[src/rtl/sram_fifo_pkg.sv]
// Shared definitions for the SRAM FIFO prefetch path: upstream read latency and
// the modulo pointer increment used by the prefetch buffer.
package sram_fifo_pkg;

    localparam int SRAM_FIFO_RD_LATENCY = 1;

    function automatic int unsigned ptr_wrap_inc(input int unsigned ptr, input int unsigned depth);
        if (ptr >= depth - 32'd1) begin
            return 32'd0;
        end else begin
            return ptr + 32'd1;
        end
    endfunction

endpackage

[src/rtl/sram_fifo_ptr.sv]
// Pointer, occupancy and in-flight tracking for the prefetch buffer. Also
// exposes the next-state read pointer and count so the top can preload its head.
module sram_fifo_ptr
    import sram_fifo_pkg::*;
#(
    parameter int BUF_DEPTH = 2,
    parameter int PTR_W     = $clog2(BUF_DEPTH),
    parameter int CNT_W     = $clog2(BUF_DEPTH + 1)
) (
    input  logic             clk_i,
    input  logic             rst_ni,
    input  logic             flush_i,
    input  logic             pop_i,
    input  logic             transfer_i,
    output logic             inflight_o,
    output logic             capture_o,
    output logic [PTR_W-1:0] wr_ptr_o,
    output logic [PTR_W-1:0] rd_ptr_nxt_o,
    output logic [CNT_W-1:0] count_o,
    output logic [CNT_W-1:0] count_nxt_o
);

    logic [PTR_W-1:0] rd_ptr_r;
    logic [PTR_W-1:0] wr_ptr_r;
    logic [PTR_W-1:0] rd_ptr_s;
    logic [PTR_W-1:0] wr_ptr_s;
    logic [CNT_W-1:0] count_r;
    logic [CNT_W-1:0] count_s;
    logic             inflight_r;

    // A word returning during a flush belongs to the discarded stream.
    assign capture_o    = inflight_r & ~flush_i;
    assign inflight_o   = inflight_r;
    assign wr_ptr_o     = wr_ptr_r;
    assign rd_ptr_nxt_o = rd_ptr_s;
    assign count_o      = count_r;
    assign count_nxt_o  = count_s;

    // Next pointers and count from capture / transfer / flush.
    always_comb begin
        rd_ptr_s = rd_ptr_r;
        wr_ptr_s = wr_ptr_r;
        count_s  = count_r;
        if (flush_i) begin
            rd_ptr_s = {PTR_W{1'b0}};
            wr_ptr_s = {PTR_W{1'b0}};
            count_s  = {CNT_W{1'b0}};
        end else begin
            if (capture_o) begin
                wr_ptr_s = PTR_W'(ptr_wrap_inc(32'(wr_ptr_r), BUF_DEPTH));
            end else begin
                wr_ptr_s = wr_ptr_r;
            end
            if (transfer_i) begin
                rd_ptr_s = PTR_W'(ptr_wrap_inc(32'(rd_ptr_r), BUF_DEPTH));
            end else begin
                rd_ptr_s = rd_ptr_r;
            end
            case ({capture_o, transfer_i})
                2'b10:   count_s = count_r + CNT_W'(1);
                2'b01:   count_s = count_r - CNT_W'(1);
                default: count_s = count_r;
            endcase
        end
    end

    // State registers.
    always_ff @(posedge clk_i or negedge rst_ni) begin
        if (!rst_ni) begin
            rd_ptr_r   <= {PTR_W{1'b0}};
            wr_ptr_r   <= {PTR_W{1'b0}};
            count_r    <= {CNT_W{1'b0}};
            inflight_r <= 1'b0;
        end else begin
            rd_ptr_r   <= rd_ptr_s;
            wr_ptr_r   <= wr_ptr_s;
            count_r    <= count_s;
            inflight_r <= pop_i;
        end
    end

endmodule

[src/rtl/sram_fifo_prefetch.sv]
// Prefetch buffer turning an upstream pop / fixed-latency SRAM FIFO read port
// into a registered valid/ready stream.
module sram_fifo_prefetch
    import sram_fifo_pkg::*;
#(
    parameter int DATA_WIDTH = 32,
    parameter int BUF_DEPTH  = 2
) (
    input  logic                           clk_i,
    input  logic                           rst_ni,
    input  logic                           flush_i,
    input  logic                           fifo_empty_i,
    input  logic [DATA_WIDTH-1:0]          fifo_data_i,
    output logic                           fifo_pop_o,
    output logic                           valid_o,
    output logic [DATA_WIDTH-1:0]          data_o,
    input  logic                           ready_i,
    output logic [$clog2(BUF_DEPTH+1)-1:0] count_o
);

    localparam int CNT_W     = $clog2(BUF_DEPTH + 1);
    localparam int PTR_W     = $clog2(BUF_DEPTH);
    localparam int OCC_W     = CNT_W + 1;
    // Room must remain for every word still travelling through the SRAM read latency.
    localparam int POP_LIMIT = BUF_DEPTH - SRAM_FIFO_RD_LATENCY;

    logic [DATA_WIDTH-1:0] buf_r [BUF_DEPTH];
    logic [DATA_WIDTH-1:0] data_r;
    logic [DATA_WIDTH-1:0] head_s;
    logic                  valid_r;
    logic                  transfer_s;
    logic                  pop_s;
    logic                  inflight_s;
    logic                  capture_s;
    logic [PTR_W-1:0]      wr_ptr_s;
    logic [PTR_W-1:0]      rd_ptr_nxt_s;
    logic [CNT_W-1:0]      count_s;
    logic [CNT_W-1:0]      count_nxt_s;
    logic [OCC_W-1:0]      occ_s;

    assign transfer_s = valid_r & ready_i;
    assign occ_s      = OCC_W'(count_s) + OCC_W'(inflight_s) - OCC_W'(transfer_s);
    assign pop_s      = rst_ni & ~fifo_empty_i & ~flush_i & (occ_s <= OCC_W'(POP_LIMIT));

    assign fifo_pop_o = pop_s;
    assign valid_o    = valid_r;
    assign data_o     = data_r;
    assign count_o    = count_s;

    sram_fifo_ptr #(
        .BUF_DEPTH (BUF_DEPTH),
        .PTR_W     (PTR_W),
        .CNT_W     (CNT_W)
    ) u_ptr (
        .clk_i        (clk_i),
        .rst_ni       (rst_ni),
        .flush_i      (flush_i),
        .pop_i        (pop_s),
        .transfer_i   (transfer_s),
        .inflight_o   (inflight_s),
        .capture_o    (capture_s),
        .wr_ptr_o     (wr_ptr_s),
        .rd_ptr_nxt_o (rd_ptr_nxt_s),
        .count_o      (count_s),
        .count_nxt_o  (count_nxt_s)
    );

    // Buffer storage; contents only matter where count marks them valid.
    always_ff @(posedge clk_i) begin
        if (capture_s) begin
            buf_r[wr_ptr_s] <= fifo_data_i;
        end
    end

    // Next head word: a capture into an otherwise drained buffer bypasses storage.
    always_comb begin
        head_s = buf_r[rd_ptr_nxt_s];
        if (capture_s && (wr_ptr_s == rd_ptr_nxt_s)) begin
            head_s = fifo_data_i;
        end else begin
            head_s = buf_r[rd_ptr_nxt_s];
        end
    end

    // Registered consumer-side outputs.
    always_ff @(posedge clk_i or negedge rst_ni) begin
        if (!rst_ni) begin
            valid_r <= 1'b0;
            data_r  <= {DATA_WIDTH{1'b0}};
        end else if (flush_i) begin
            valid_r <= 1'b0;
            data_r  <= {DATA_WIDTH{1'b0}};
        end else begin
            valid_r <= (count_nxt_s != {CNT_W{1'b0}});
            if (count_nxt_s != {CNT_W{1'b0}}) begin
                data_r <= head_s;
            end else begin
                data_r <= data_r;
            end
        end
    end

endmodule

[config.mk]
export PLATFORM = sky130hd
export DESIGN_NAME = sram_fifo_prefetch
export DESIGN_NICKNAME = d
export VERILOG_FILES = /design/src/rtl/sram_fifo_pkg.sv /design/src/rtl/sram_fifo_ptr.sv /design/src/rtl/sram_fifo_prefetch.sv
export SDC_FILE = /design/constraint.sdc
export NUM_CORES = 1
export LEC_CHECK = 0
export BUFFER_PORTS_ARGS = -buffer_cell sky130_fd_sc_hd__buf_2
export CORE_UTILIZATION = 29
export CTS_CLUSTER_DIAMETER = 200
export DETAILED_ROUTE_END_ITERATION = 12
export HOLD_SLACK_MARGIN = 0.1
export SETUP_SLACK_MARGIN = 0.3
export SYNTH_ARGS = -nofsm -noshare
export SYNTH_HDL_FRONTEND = slang
export SYNTH_SLANG_ARGS = --single-unit
[constraint.sdc]
create_clock -name clk_i -period 3.7 [get_ports clk_i]
set_input_delay 0.555 -clock clk_i [delete_from_list [all_inputs] [get_ports clk_i]]
set_output_delay 0.555 -clock clk_i [all_outputs]
set_load 0.02 [all_outputs]
==> impl_metrics.yaml, run 1 <==
die:
  dieArea_sq_mm: 0.0181
  die_w_um: 135
  ios: 73
  core.rowCount: 48
  start_util_pct: 29.6
  die_h_um: 135
  core-area_sq_mm: 0.0172
route:
  detail-route-antenna-nets: 0
  wl_met1_um: 6300
  dr_wl_met2_um: 6440
  top_layer_used: "met4"
  num_vias: 3440
  wirelength_um: 13500
  dr.pass1.iters: 4
  drt_iter0_markers: 292
  drc_errors: 0
  met3_length_um: 572
  routedWlPerCell_um: 20.7
  routed_via_density: 5.25
timing:
  max_slew_margin_pct: 26.0
  skew_ns: 0.00794
  hold_violations: 0
  setup_viol: 0
  rsz0062_at_grt: "false"
  setup_tns_ns: 0
  max_freq_ghz: 0.313
  worst_pin_slew_ns: 1.11
  min_period_ns: 3.20
  min_period_over_period_pct: 86.5
  drv_slew: 0
clock_tree:
  cts_buffers: 9
  clkSinkCount: 102
  cts_hold_buffers: 0
  cts_buffer_depth: 2
  clkTransAtPathRegs_ns: 0.07
  root_buffer: "clkbuf_16"
  post_cts_resized: 0
  htree_levels: 3
  post_cts_buffers: 0
  cts_tree: "yes"
  clock_latency_ns: 0.35
finish:
  multi_input_area_sq_mm: 0.00201
  fin_area_sq_mm: 0.00589
  layout-drive-gt1-share_pct: 40.1
  nNetsFinal: 463
  regArea_sq_mm: 0.00287
  nFillCells: 1698
  area_growth_syn_to_layout_pct: 15.7
synthesis:
  ys_warn_count: 0
  async_flop_share_pct: 37.3
  syn-mean-instance-area_sq_um: 13.7
  seq_area_frac_synth_pct: 56.4
  synth_nets: 410
  yosysMostFrequentCell: "edfxtp_1"
  synth_top_area_cell: "edfxtp_1"
  synth_seq_cells: 102
  synth_edf_count: 64
  synthTopCellsByCount: "edfxtp_1, dfrtp_1, nand2b_1"
  synth.top_cell.area_share_pct: 37.7
  synth_area_leaders: "edfxtp_1, dfrtp_1, a221oi_2"
  synth.distinct_cells: 35
  netlist_area_sq_mm: 0.00509
  synthCells: 371
  synth_ff_type: "edfxtp_1"
run:
  drv_cap: 0
global_routing:
  grt_pass1_vias: 3714
  grt_overflow: 0
  grt_pass1_wl_um: 21600
  grt_max_degree: 64
  antenna_found_initial: 1
  grtUsageTotal_pct: 15.7
placed_design:
  portBuffers: 72
  post_dp_cell_area_sq_mm: 0.00562
  place_congestion: 0.688
  dp_hpwl_um: 7650
critical_path:
  end_kind: "output pin"
  worst-setup-path-type: "reg -> out"
  worstPathArrival_ns: 2.64
  cp_max_fo: 8
  worstPathRequired_ns: 3.14
  worstSetupStartpointType: "flip-flop"
pwr:
  powerDensity_mw_per_mm2: 653
  peakVddDrop_uv: 255
  cellLeakagePower_nw: 2.12
status:
  status: "complete, no violations"
hold_path:
  hp-class: "in -> async"
[cells in the final DEF, fill, tap and decap left out, drive strengths merged]
| master | count |
|---|---|
| a21bo | 1 |
| a21boi | 1 |
| a21o | 2 |
| a21oi | 32 |
| a221oi | 32 |
| and2 | 2 |
| and3b | 1 |
| buf | 82 |
| clkbuf | 9 |
| clkinv | 4 |
| clkinvlp | 1 |
| dfrtp | 38 |
| diode | 1 |
| edfxtp | 64 |
| fa | 1 |
| ha | 1 |
| inv | 6 |
| mux2i | 1 |
| nand2 | 3 |
| nand2b | 33 |
| nand3b | 2 |
| nand4b | 32 |
| nor2 | 6 |
| nor3 | 32 |
| nor4 | 1 |
| o221ai | 1 |
| o31ai | 33 |
| xnor2 | 6 |
| xor2 | 2 |
[cell families after synthesis]
family	Yosys count	share of synthesized area (%)
muxes	1	0.196
adders and majority gates	2	0.638
DFF	102	56.4
AOI/OAI and AO/OA	102	21.6
xor gates and xnor gates	8	2.04
buffers and inverters	44	4.84
and+or+nand+nor	112	14.3
[worst paths after layout]
check                                      start               end  slack, ns  cells after the start
min in group clk_i                  fifo_empty_i  u_ptr.inflight_o       0.37                      2
worst max register to register  u_ptr.count_o[0]        data_o[25]       1.37                      5
worst min register to register         data_o[1]         data_o[1]       0.55                      2
worst max-delay path                     valid_o        fifo_pop_o       0.50                      8
max in group asynchronous                 rst_ni        data_o[16]       2.98                      2
worst min-delay path                      rst_ni  u_ptr.count_o[0]       0.32                      2
[registers in the layout, summed over array words and instances, names as in the netlist]
signal,cells
buf_r,64
u_ptr.inflight_o,1
u_ptr.count_o,2
data_o,32
u_ptr.rd_ptr_r,1
valid_o,1
u_ptr.wr_ptr_o,1
[area by class of cell]
class / count / area share (%)
antenna: 1 / 0.0425
clock buffer: 9 / 3.82
clock inverter: 7 / 0.807
inverter: 4 / 0.255
multi-input combinational: 225 / 34.2
sequential: 102 / 48.7
tap: 225 / 4.78
timing repair buffer: 82 / 7.39
[layer usage]
metal  vias up  global-route usage (%)
met4         0                    6.55
met1      1762                    21.2
met5         -                       0
met2       101                    25.2
li1       1560                       -
met3        17                    2.18
[through the flow]
stage	total power (W)	utilization (%)	std cells	setup WS, ns	hold WS (ns)
2_1_floorplan	0.00257	-	371	0.706	0.259
3_3_place_gp	0.00297	32.6	638	0.737	0.531
3_5_place_dp	0.00299	32.6	638	0.663	0.533
4_1_cts	0.00388	34.2	654	0.498	0.357
5_1_grt	0.00403	34.2	655	0.345	0.369
6_report	0.00385	34.2	655	0.501	0.323
[worst max-delay path, cell delays in order, from the launching register on]
cell     delay (ns)
dfrtp_1        0.45
and2_2         0.29
xnor2_1        0.26
ha_1           0.21
inv_1          0.05
fa_1           0.47
nand2_1        0.05
nor4_1         0.29
buf_2          0.23
[report_power, final]
part	switching [W]	internal (W)	total (W)
Clock	0.000441	0.000458	0.000899
Sequential	0.000121	0.00139	0.00151
Combinational	0.000978	0.000463	0.00144
(Power assumes the default switching activity.)
==> run 2, diff against run 1 <==
--- a/config.mk
+++ b/config.mk
@@ -5,6 +5,7 @@
 export SDC_FILE = /design/constraint.sdc
 export NUM_CORES = 1
 export LEC_CHECK = 0
+export ABC_AREA = 1
 export BUFFER_PORTS_ARGS = -buffer_cell sky130_fd_sc_hd__buf_2
 export CORE_UTILIZATION = 29
 export CTS_CLUSTER_DIAMETER = 200
==> constraint.sdc (replaced) <==
create_clock -name clk_i -period 2.86 [get_ports clk_i]
set_input_delay 0.429 -clock clk_i [delete_from_list [all_inputs] [get_ports clk_i]]
set_output_delay 0.429 -clock clk_i [all_outputs]
set_load 0.02 [all_outputs]
==> run 2 against run 1 <==
  * Clock skew is 0.0017 ns higher
  * Clock power is 31% higher
  * Core utilization is 1.8 points higher
  * Total power is 18% higher
  * Sequential power is 27% higher
  * Largest cell class unchanged
==> impl_metrics.yaml, run 2 <==
route:
  routedWlPerCell_um: 16.6
  detail-route-antenna-nets: 0
  num_vias: 3674
  wirelength_um: 12500
  drt_iter0_markers: 352
  drc_errors: 0
  dr.pass1.iters: 4
  routed_via_density: 4.86
critical_path:
  regToRegSetupSlack_ns: 0.70
  crit_chain: "nand2_2 > xor2_1 > ha_1 > inv_1 > fa_1 > nand2_1 > nor4_2 > buf_2"
  critPathMaxStageDelay_ns: 0.48
  slowest_stage: "fa_1"
  worstPathRequired_ns: 2.43
  startpoint: "valid_o"
  worst-setup-path-type: "reg -> out"
  worstPathArrival_ns: 2.20
  timing.rr.start: "valid_o"
  reg2regPathDepth: 12
  cp_max_fo: 2
  end_kind: "output pin"
  r2r_end: "data_o[9]"
  worstSetupStartpointType: "flip-flop"
  worstSetupEndpoint: "fifo_pop_o"
placed_design:
  dp_hpwl_um: 7600
  portBuffers: 72
  post_dp_cell_area_sq_mm: 0.00518
  place_congestion: 0.768
  placed_cells: 734
clock_tree:
  htree_levels: 3
  cts_buffer_depth: 2
  cts_tree: "yes"
  clkTransAtPathRegs_ns: 0.08
  clock_latency_ns: 0.35
  cts_hold_buffers: 0
  cts_buffers: 9
  root_buffer: "clkbuf_16"
  clkSinkCount: 102
finish:
  regArea_sq_mm: 0.00287
  final_common_cell: "nand2_1"
  layout.cells.most_common_list: "nand2_1, buf_2, nand4_1, edfxtp_1, nand3_1"
  layoutNonFillerInstCount: 756
  diodes: 0
  largest_reg_flops: 64
  final_util_pct: 36.0
  multi_input_area_sq_mm: 0.00152
  fin_area_sq_mm: 0.00552
  layout-drive-gt1-share_pct: 21.5
  nFillCells: 1570
  nNetsFinal: 579
  area_growth_syn_to_layout_pct: 20.4
  largest-register: "buf_r"
synthesis:
  synthTopCellsByCount: "nand2_1, edfxtp_1, nand4_1"
  synth.top_cell.area_share_pct: 41.9
  synth_top_area_cell: "edfxtp_1"
  synth_seq_cells: 102
  ys_warn_count: 0
  yosysMostFrequentCell: "nand2_1"
  synth_nets: 512
  synth.distinct_cells: 20
  syn-mean-instance-area_sq_um: 9.69
  synth_ff_type: "edfxtp_1"
  async_flop_share_pct: 37.3
  synth_edf_count: 64
  synthCells: 473
  netlist_area_sq_mm: 0.00458
  synth_area_leaders: "edfxtp_1, dfrtp_1, nand2_1"
  seq_area_frac_synth_pct: 62.7
global_routing:
  grt_pass1_wl_um: 20000
  grtUsageTotal_pct: 16.2
  grt_pass1_vias: 3763
  grt_max_degree: 65
  antenna_found_initial: 1
  grt_overflow: 0
timing:
  drv_slew: 0
  min_period_ns: 2.63
  min_period_over_period_pct: 91.8
  max_freq_ghz: 0.381
  hold_violations: 0
  skew_ns: 0.00965
  max_slew_margin_pct: 50.7
  rsz0062_at_grt: "true"
  setup_tns_ns: 0
  holdWs_ns: 0.227
  setup_viol: 0
  worst_pin_slew_ns: 0.740
pwr:
  cellLeakagePower_nw: 2.61
  peakVddDrop_uv: 294
  powerDensity_mw_per_mm2: 821
die:
  die_h_um: 128
  start_util_pct: 29.9
  die_w_um: 128
  core.rowCount: 45
  dieArea_sq_mm: 0.0163
  ios: 73
  core-area_sq_mm: 0.0153
run:
  drv_cap: 0
hold_path:
  hp-class: "in -> async"
status:
  status: "complete, no violations"
[run 2: cell types whose count changed after synthesis, sizes merged, moves of 6 or more]
cell | previous run | this run
nand2b | 33 | 0
a21oi | 32 | 0
clkbuf | 20 | 12
nand4 | 0 | 64
inv | 4 | 11
o31ai | 33 | 0
nor3 | 32 | 0
xnor2 | 6 | 0
nand3 | 0 | 42
nand4b | 32 | 0
a221oi | 32 | 0
nand2 | 3 | 210
[run 2: power by group]
| part | switching [W] | internal (W) | total [W] |
|---|---|---|---|
| logic | 0.00100 | 0.000429 | 0.00143 |
| registers | 0.000130 | 0.00179 | 0.00192 |
| clock network | 0.000577 | 0.000605 | 0.00118 |
| total | 0.00171 | 0.00282 | 0.00453 |
[run 2: layout make-up]
| class | count | area share [%] |
|---|---|---|
| well taps | 211 | 4.79 |
| clock buffers | 10 | 4.15 |
| inverters | 11 | 0.749 |
| clock inverters | 6 | 0.975 |
| repair buffers | 90 | 9.66 |
| multi-input cells | 326 | 27.6 |
| flip-flops and latches | 102 | 52.1 |
[run 2: worst min-delay path by stage]
stage / cells past startpoint / slack (ns) / to / start
global route: 2 / 0.25 / u_ptr.inflight_o / fifo_empty_i
floorplan: 0 / 0.13 / data_o[0] / rst_ni
detailed placement: 2 / 0.51 / data_o[7] / data_o[7]
global placement: 2 / 0.50 / data_o[10] / data_o[10]
finish: 2 / 0.23 / data_o[4] / rst_ni
CTS: 2 / 0.24 / u_ptr.inflight_o / fifo_empty_i
[run 2: metrics by stage]
stage / power (W) / setup WS (ns)
after floorplan: 0.00286 / 0.431
after global placement: 0.00333 / 0.393
after detailed placement: 0.00336 / 0.360
after CTS: 0.00457 / 0.200
after global routing: 0.00480 / 0.118
final: 0.00453 / 0.235
[run 2: metal layers]
layer	share of wire [%]	vias to the layer above	global-route usage, %
met5	0.064	-	0
met4	2.2	2	7.27
met3	4.9	22	3.05
met2	48	98	27.4
met1	45	1791	20.0
li1	-	1761	-
[run 2: timing repair]
item	4_1_cts	5_1_grt
buffers inserted	4	2
resized for setup	1	0
setup endpoints to repair	1	1
pin swaps	3	2
[run 2: logic make-up (layout without fill, tap and decap cells)]
| group | after synthesis | in the layout | synth area share [%] |
|---|---|---|---|
| xor+xnor | 2 | 2 | 0.382 |
| fa+ha+maj | 2 | 2 | 0.710 |
| compound gates | 1 | 1 | 0.109 |
| flops | 102 | 102 | 62.7 |
| buf+inv | 45 | 117 | 4.61 |
| simple gates | 321 | 321 | 31.5 |
[run 2: critical path, delay by kind of cell, from the launching register on]
| kind | cells | cell delay, ns |
|---|---|---|
| adders and majority gates | 2 | 0.64 |
| xor gates and xnor gates | 1 | 0.17 |
| buffers and inverters | 2 | 0.26 |
| and+or+nand+nor | 3 | 0.38 |
| DFF | 1 | 0.40 |
